`src/rtl/fifo_sched_pkg.sv`:
```
// rtl/fifo_sched_pkg.sv - shared types and defaults for the FIFO write/read scheduler
//
// Purpose: scheduler state encoding and default sizing used by fifo_wr_rd_sched
//          and its round-robin arbiter.
// Contents:
//   sched_state_t  S_IDLE / S_WR / S_RD, what happened at the last clock edge
//   DEF_DW         default FIFO data width
//   FIFO_DEPTH     depth of the shared FIFO instance
//   STARVE_MULT    starvation window = STARVE_MULT * N_REQ * MAX_WR_BURST cycles

package fifo_sched_pkg;

    typedef enum logic [1:0] {
        S_IDLE = 2'd0,
        S_WR   = 2'd1,
        S_RD   = 2'd2
    } sched_state_t;

    localparam int DEF_DW      = 4;
    localparam int FIFO_DEPTH  = 16;
    localparam int STARVE_MULT = 2;

endpackage

```
`src/rtl/fifo_wr_rd_sched_rr_arbiter.sv`:
```
// rtl/fifo_wr_rd_sched_rr_arbiter.sv - combinational round-robin arbiter
//
// Purpose: picks the first set request at or above ptr, wrapping to index 0.
// Ports:
//   req     in  N   request vector (already masked by the caller)
//   ptr     in  PW  search start index, always < N
//   gnt     out N   one-hot grant, zero when no request
//   winner  out PW  index of the granted request, zero when no request
//   any     out 1   a grant was issued

module rr_arbiter #(
    parameter int N  = 4,
    parameter int PW = 2
) (
    input  logic [N-1:0]  req,
    input  logic [PW-1:0] ptr,
    output logic [N-1:0]  gnt,
    output logic [PW-1:0] winner,
    output logic          any
);

    // Two passes instead of a modulo index: the first pass only looks at
    // indices >= ptr, the second falls back to the lowest set bit, which is
    // exactly the wrap-around case.
    always_comb begin
        gnt    = '0;
        winner = '0;
        any    = 1'b0;
        for (int i = 0; i < N; i++) begin
            if (!any && req[i] && (i >= int'(ptr))) begin
                any    = 1'b1;
                gnt[i] = 1'b1;
                winner = PW'(i);
            end
        end
        for (int i = 0; i < N; i++) begin
            if (!any && req[i]) begin
                any    = 1'b1;
                gnt[i] = 1'b1;
                winner = PW'(i);
            end
        end
    end

endmodule

```
`src/rtl/fifo_wr_rd_sched.sv`:
```
// rtl/fifo_wr_rd_sched.sv - write/read scheduler for a single-port shared FIFO
//
// Purpose: every cycle decides whether the shared FIFO writes (one of N_REQ
//          round-robin requesters) or reads (drains a word to the consumer).
//          A write-burst limit forces a read slot while rd_req is pending.
// Ports:
//   clk, rst            clock (rising edge), asynchronous active-high reset
//   req[N_REQ]          level write requests, held until granted
//   wdata[N_REQ*DW]     requester data, slice i = wdata[i*DW +: DW]
//   gnt[N_REQ]          one-hot write grant, word written at this edge
//   fifo_en             FIFO en: 1 = write, 0 = read (or idle when empty)
//   fifo_din            FIFO data_in
//   fifo_full/empty     FIFO status
//   fifo_dout           FIFO data_out (registered inside the FIFO)
//   rd_req              consumer wants data, raises read priority only
//   rd_valid, rd_data   read word strobe and data, one cycle after a read edge
// Optional (macro FIFO_SCHED_STATS_EN):
//   wr_cnt, rd_cnt      wrapping counts of write and read edges
//   starve_flag         sticky, a request waited a full starvation window

module fifo_wr_rd_sched
    import fifo_sched_pkg::*;
#(
    parameter int N_REQ        = 4,
    parameter int DW           = DEF_DW,
    parameter int MAX_WR_BURST = 4
) (
    input  logic                clk,
    input  logic                rst,
    input  logic [N_REQ-1:0]    req,
    input  logic [N_REQ*DW-1:0] wdata,
    output logic [N_REQ-1:0]    gnt,
    output logic                fifo_en,
    output logic [DW-1:0]       fifo_din,
    input  logic                fifo_full,
    input  logic                fifo_empty,
    input  logic [DW-1:0]       fifo_dout,
    input  logic                rd_req,
    output logic                rd_valid,
    output logic [DW-1:0]       rd_data
`ifdef FIFO_SCHED_STATS_EN
    ,
    output logic [15:0]         wr_cnt,
    output logic [15:0]         rd_cnt,
    output logic                starve_flag
`endif
);

    localparam int         PW        = (N_REQ > 1) ? $clog2(N_REQ) : 1;
    localparam logic [3:0] BURST_MAX = 4'(MAX_WR_BURST);

    sched_state_t      state;
    sched_state_t      next_state;
    logic [PW-1:0]     rr_ptr;
    logic [PW-1:0]     ptr_next;
    logic [PW-1:0]     winner;
    logic [N_REQ-1:0]  cand;
    logic [N_REQ-1:0]  arb_gnt;
    logic              arb_any;
    logic [3:0]        burst_cnt;
    logic              force_rd;
    logic              rd_fire;
    logic [DW-1:0]     rd_hold;

    // The consumer only gets a guaranteed slot when there is something to read;
    // with an empty FIFO the writers keep going regardless of rd_req.
    assign force_rd = rd_req && !fifo_empty && (burst_cnt == BURST_MAX);

    // Masking with rst keeps gnt/fifo_en low for the whole reset pulse, not
    // just from the next edge.
    assign cand = (rst || fifo_full || force_rd) ? '0 : req;

    rr_arbiter #(
        .N  (N_REQ),
        .PW (PW)
    ) u_arb (
        .req    (cand),
        .ptr    (rr_ptr),
        .gnt    (arb_gnt),
        .winner (winner),
        .any    (arb_any)
    );

    assign ptr_next = (winner == PW'(N_REQ - 1)) ? '0 : winner + PW'(1);

    // Any edge without a write is a read if the FIFO has data, including
    // cycles nobody asked for: the consumer must take every pulse.
    assign rd_fire = !fifo_en && !fifo_empty;

    // FSM: state register
    always_ff @(posedge clk or posedge rst) begin
        if (rst) begin
            state <= S_IDLE;
        end else begin
            state <= next_state;
        end
    end

    // FSM: next state, describing what this edge does
    always_comb begin
        next_state = S_IDLE;
        if (fifo_en) begin
            next_state = S_WR;
        end else if (!fifo_empty) begin
            next_state = S_RD;
        end
    end

    // FSM: outputs toward the FIFO, decided in the same cycle
    always_comb begin
        gnt      = arb_gnt;
        fifo_en  = arb_any;
        fifo_din = '0;
        for (int i = 0; i < N_REQ; i++) begin
            if (arb_gnt[i]) begin
                fifo_din = wdata[i*DW +: DW];
            end
        end
    end

    always_ff @(posedge clk or posedge rst) begin
        if (rst) begin
            rr_ptr    <= '0;
            burst_cnt <= '0;
            rd_valid  <= 1'b0;
            rd_hold   <= '0;
        end else begin
            if (fifo_en) begin
                rr_ptr <= ptr_next;
                if (burst_cnt != BURST_MAX) begin
                    burst_cnt <= burst_cnt + 4'd1;
                end
            end else begin
                burst_cnt <= '0;
            end
            rd_valid <= rd_fire;
            if (rd_valid) begin
                rd_hold <= fifo_dout;
            end
        end
    end

    // fifo_dout is already registered in the FIFO, so it is presented
    // directly while valid and latched afterwards to hold the last word.
    assign rd_data = rd_valid ? fifo_dout : rd_hold;

    // A write at the previous edge always leaves at least one word behind.
    a_wr_not_empty : assert property (@(posedge clk) disable iff (rst)
        (state == S_WR) |-> !fifo_empty);

`ifdef FIFO_SCHED_STATS_EN
    localparam int         STARVE_LIMIT = STARVE_MULT * N_REQ * MAX_WR_BURST;
    localparam logic [7:0] STARVE_LAST  = 8'(STARVE_LIMIT - 1);

    logic [7:0] wait_cnt [N_REQ];

    always_ff @(posedge clk or posedge rst) begin
        if (rst) begin
            wr_cnt      <= '0;
            rd_cnt      <= '0;
            starve_flag <= 1'b0;
            for (int i = 0; i < N_REQ; i++) begin
                wait_cnt[i] <= '0;
            end
        end else begin
            if (fifo_en) begin
                wr_cnt <= wr_cnt + 16'd1;
            end
            if (rd_fire) begin
                rd_cnt <= rd_cnt + 16'd1;
            end
            for (int i = 0; i < N_REQ; i++) begin
                if (req[i] && !gnt[i]) begin
                    if (wait_cnt[i] != STARVE_LAST) begin
                        wait_cnt[i] <= wait_cnt[i] + 8'd1;
                    end else begin
                        starve_flag <= 1'b1;
                    end
                end else begin
                    wait_cnt[i] <= '0;
                end
            end
        end
    end
`endif

endmodule

```
`config.mk`:
```
export PLATFORM = sky130hd
export DESIGN_NAME = fifo_wr_rd_sched
export DESIGN_NICKNAME = d
export VERILOG_FILES = /design/src/rtl/fifo_sched_pkg.sv /design/src/rtl/fifo_wr_rd_sched_rr_arbiter.sv /design/src/rtl/fifo_wr_rd_sched.sv
export SDC_FILE = /design/constraint.sdc
export NUM_CORES = 1
export LEC_CHECK = 0
export BUFFER_PORTS_ARGS = -buffer_cell sky130_fd_sc_hd__buf_2
export CORE_UTILIZATION = 40
export DETAILED_ROUTE_END_ITERATION = 10
export GPL_TIMING_DRIVEN = 0
export PLACE_DENSITY = 0.77
export SETUP_SLACK_MARGIN = 0.2
export SYNTH_ARGS = -nofsm -noshare
export SYNTH_HDL_FRONTEND = slang
export SYNTH_HIERARCHICAL = 1
export SYNTH_SLANG_ARGS = --single-unit
```
`constraint.sdc`:
```
create_clock -name clk -period 2.75 [get_ports clk]
set_input_delay 0 -clock clk [delete_from_list [all_inputs] [get_ports clk]]
set_output_delay 0 -clock clk [all_outputs]
set_load 0.01 [all_outputs]
```
==> flow_summary_export.csv <==
group,metric,value,unit
drt,num_vias,989,
sta,tightest_slew,0.4053,ns
sta,layout_min_cycle_time,2.734,ns
layout,syn2layout_area_growth,62.26,%
power_and_ir_drop,p_int,0.3898,mW
synthesis,syn_area,862.1,µm²
grt,grt_pass1_wl,3.670,mm
cts,htree_levels,1,
sta,max_slew_margin,72.95,%
worst_setup_path,timing.rr.start,"burst_cnt[0]$_DFFE_PP0P_",
synthesis,yosys.area_share.adder,4.354,%
placed_design,place.gp.congestion,0.7807,
synthesis,syn-instance-count,95,
die,die-area,2345,µm²
worst_setup_path,ff2ff_setup_slack,0.13,ns
die,io_pins,43,
synthesis,synthFlopType,"dfrtp_1",
sta,holdWs,0.2550,ns
synthesis,synthesis.nets,127,
worst_setup_path,startpoint_type,"register",
synthesis,synth_xor_area_share,1.016,%
die,die_w,48.43,µm
layout,drive_gt1_share,59.01,%
sta,hold_viol,0,
worst_setup_path,path_max_fanout,5,
status,status,"finished, final reports clean",
cts,cts_buffers,3,
synthesis,synthMuxAreaShare,8.999,%
cts,cts_sinks,11,
sta,drv_slew,0,
drt,wl,2.417,mm
synthesis,synth_seq_cells,11,
placed_design,dp_hpwl,1.567,mm
drt,vias_per_cell,5.261,
power_and_ir_drop,power.net_switching,0.2049,mW
worst_setup_path,required,2.75,ns
synthesis,synth_top_family_by_area,"simple AND/OR/NAND/NOR gates",
grt,grt_usage,19.46,%
synthesis,synth-compound-area-share,22.93,%
grt,gr-total-overflow,0,
power_and_ir_drop,vdd_drop_max,0.3580,mV
synthesis,synth-edff-count,0,
hold_path,hold_path_class,"input pin to asynchronous set/reset pin",
grt,antenna_found_initial,0,
power_and_ir_drop,p_seq_share,33.9,%
power_and_ir_drop,clkPwrFrac,18.8,%
die,rows,16,
drt,ant_nets,0,
layout,finalInstanceArea,1399,µm²
worst_setup_path,crit_path_end_kind,"primary output",
worst_setup_path,timing.rr.end,"burst_cnt[3]$_DFFE_PP0P_",
die,start_util,43.06,%
grt,grt_pass1_vias,938,
sta,period_share,99.41,%
drt,first_iter_violations,6,
placed_design,place_area,1106,µm²
worst_setup_path,crit_arrival,2.73,ns
cts,cts_max_path_buffers,2,
placed_design,portBuffers,42,
layout,finalCoreUtilization,69.88,%
synthesis,postSynthAreaPerCell,9.074,µm²
cts,clock_latency,0.27,ns
power_and_ir_drop,p_per_area,425.1,nW/µm²
sta,finalClockSkew,0.006608,ns
grt,grt_max_degree,12,
worst_setup_path,worstRegToRegCells,12,
drt,detail_route.wl_per_cell,12.86,µm
die,core,2002,µm²
synthesis,async_reset_ff_share,100.0,%
cts,clkTransAtPathRegs,0.07,ns
synthesis,yosysWarnings,6,
cts,cts_tree,"built",
flow_run,cap_viol_max_count,0,
drt,drc,0,
drt,first_pass_iters,4,
cts,root_buffer,"clkbuf_4",
power_and_ir_drop,power.leakage,0.6904,nW
power_and_ir_drop,p_sw_share,34.46,%
synthesis,seq_area_frac_synth,31.93,%
layout,diodes,0,
layout,n_fill_cell,152,
sta,rsz0062_at_grt,"yes",
synthesis,synth_cell_types,36,
worst_setup_path,path_class,"register to primary output",
power_and_ir_drop,combPwrFrac,47.3,%
layout,num-nets-final,194,
sta,fmax,0.3658,GHz
sta,setup_viol,0,
synthesis,synthSimpleGateAreaFrac,23.22,%
die,die_y,48.43,µm
==> cells by family after synthesis <==
| logic type | after synthesis |
|---|---|
| xor gates and xnor gates | 1 |
| buffers and inverters | 11 |
| DFF | 11 |
| and+or+nand+nor | 33 |
| muxes | 7 |
| AOI/OAI and AO/OA | 29 |
| adders and majority gates | 3 |
==> final cells by class <==
type                    count  area (µm²)  share of cell area (%)
inverters                   5       18.77                   1.342
clock buffers               4       26.28                   1.878
well taps                  27       33.78                   2.415
repair buffers             62       372.9                   26.65
multi-input cells          73       620.6                   44.36
flip-flops and latches     11       275.3                   19.68
plain buffers               6       51.30                   3.667
==> routing by layer <==
layer	global-route usage, %	wire (µm)
met5	0	0
met1	20.00	906
met2	38.73	1361
met3	1.572	107
met4	9.804	42
==> how the worst max path moves through the flow <==
stage	startpoint	slack (ns)	end
final	burst_cnt[0]$_DFFE_PP0P_	0.02	fifo_din[1]
after floorplan	burst_cnt[0]$_DFFE_PP0P_	0.20	fifo_din[2]
after CTS	burst_cnt[0]$_DFFE_PP0P_	0.03	fifo_din[2]
after global routing	burst_cnt[0]$_DFFE_PP0P_	-0.07	fifo_din[1]
after detailed placement	burst_cnt[0]$_DFFE_PP0P_	-0.06	fifo_din[2]
after global placement	burst_cnt[0]$_DFFE_PP0P_	0.002	fifo_din[2]
==> metrics by stage <==
step | setup TNS, ns | instances | power [mW] | setup WS [ns]
final | 0 | 188 | 0.5947 | 0.01614
after global routing | -0.1019 | 188 | 0.6297 | -0.06865
after CTS | 0 | 183 | 0.5650 | 0.02631
after detailed placement | -0.05507 | 164 | 0.4165 | -0.05507
after global placement | 0 | 164 | 0.4071 | 0.001866
after floorplan | 0 | 95 | 0.3507 | 0.2019
==> state kept, by name (all words and copies together), names as in the netlist <==
name       cells
burst_cnt      4
rr_ptr         2
rd_valid       1
rd_hold        4
==> worst max-delay path: stages, from the launching register on <==
cell	delay, ns
dfrtp_1	0.39
inv_2	0.08
ha_4	0.14
nand3b_4	0.07
or3b_4	0.40
and3_4	0.16
buf_6	0.11
o21a_1	0.18
o22ai_1	0.16
and2_4	0.16
nor2b_4	0.17
a22oi_1	0.09
a21oi_1	0.16
buf_2	0.15
==> timing repair <==
action,CTS,global route
pin swaps,11,15
hold buffers,6,0
endpoints found under the setup margin,8,7
resized for setup,14,15
setup buffers,9,5
hold endpoints to repair,16,0
==> cell usage after synthesis (4+ instances only) <==
cell	instances	share of area [%]
and3_1	5	3.6
inv_1	5	2.2
nor2_1	7	3.0
nand2_1	5	2.2
dfrtp_1	11	32
a21oi_1	6	3.5
mux2_2	6	7.8
o21ai_0	4	2.3
o22ai_1	4	2.9
==> power groups by stage <==
stage	clock (mW)	sequential, mW	combinational, mW
floorplan	0	0.202	0.149
global placement	0	0.204	0.203
detailed placement	0	0.206	0.210
CTS	0.112	0.202	0.251
global route	0.119	0.204	0.306
finish	0.112	0.202	0.281
==> placed cells by master, fill, tap and decap left out, types with 2 or more instances in the layout <==
cell type and n:
a21oi_1 5, a22oi_2 2, a31oi_1 2, and3_4 3
buf_2 43, buf_4 14, buf_6 3, clkbuf_2 2
clkbuf_4 3, dfrtp_1 11, dlygate4sd3_1 6, ha_1 2
inv_1 3, inv_2 2, mux2_2 6, nand2_1 5
nand2b_1 2, nand3_1 2, nand3b_1 2, nor2_1 6
nor2b_1 2, o21a_1 2, o21ai_0 3, o22ai_2 3
or3b_4 2
No activity file was read; power rests on OpenSTA's default activity.
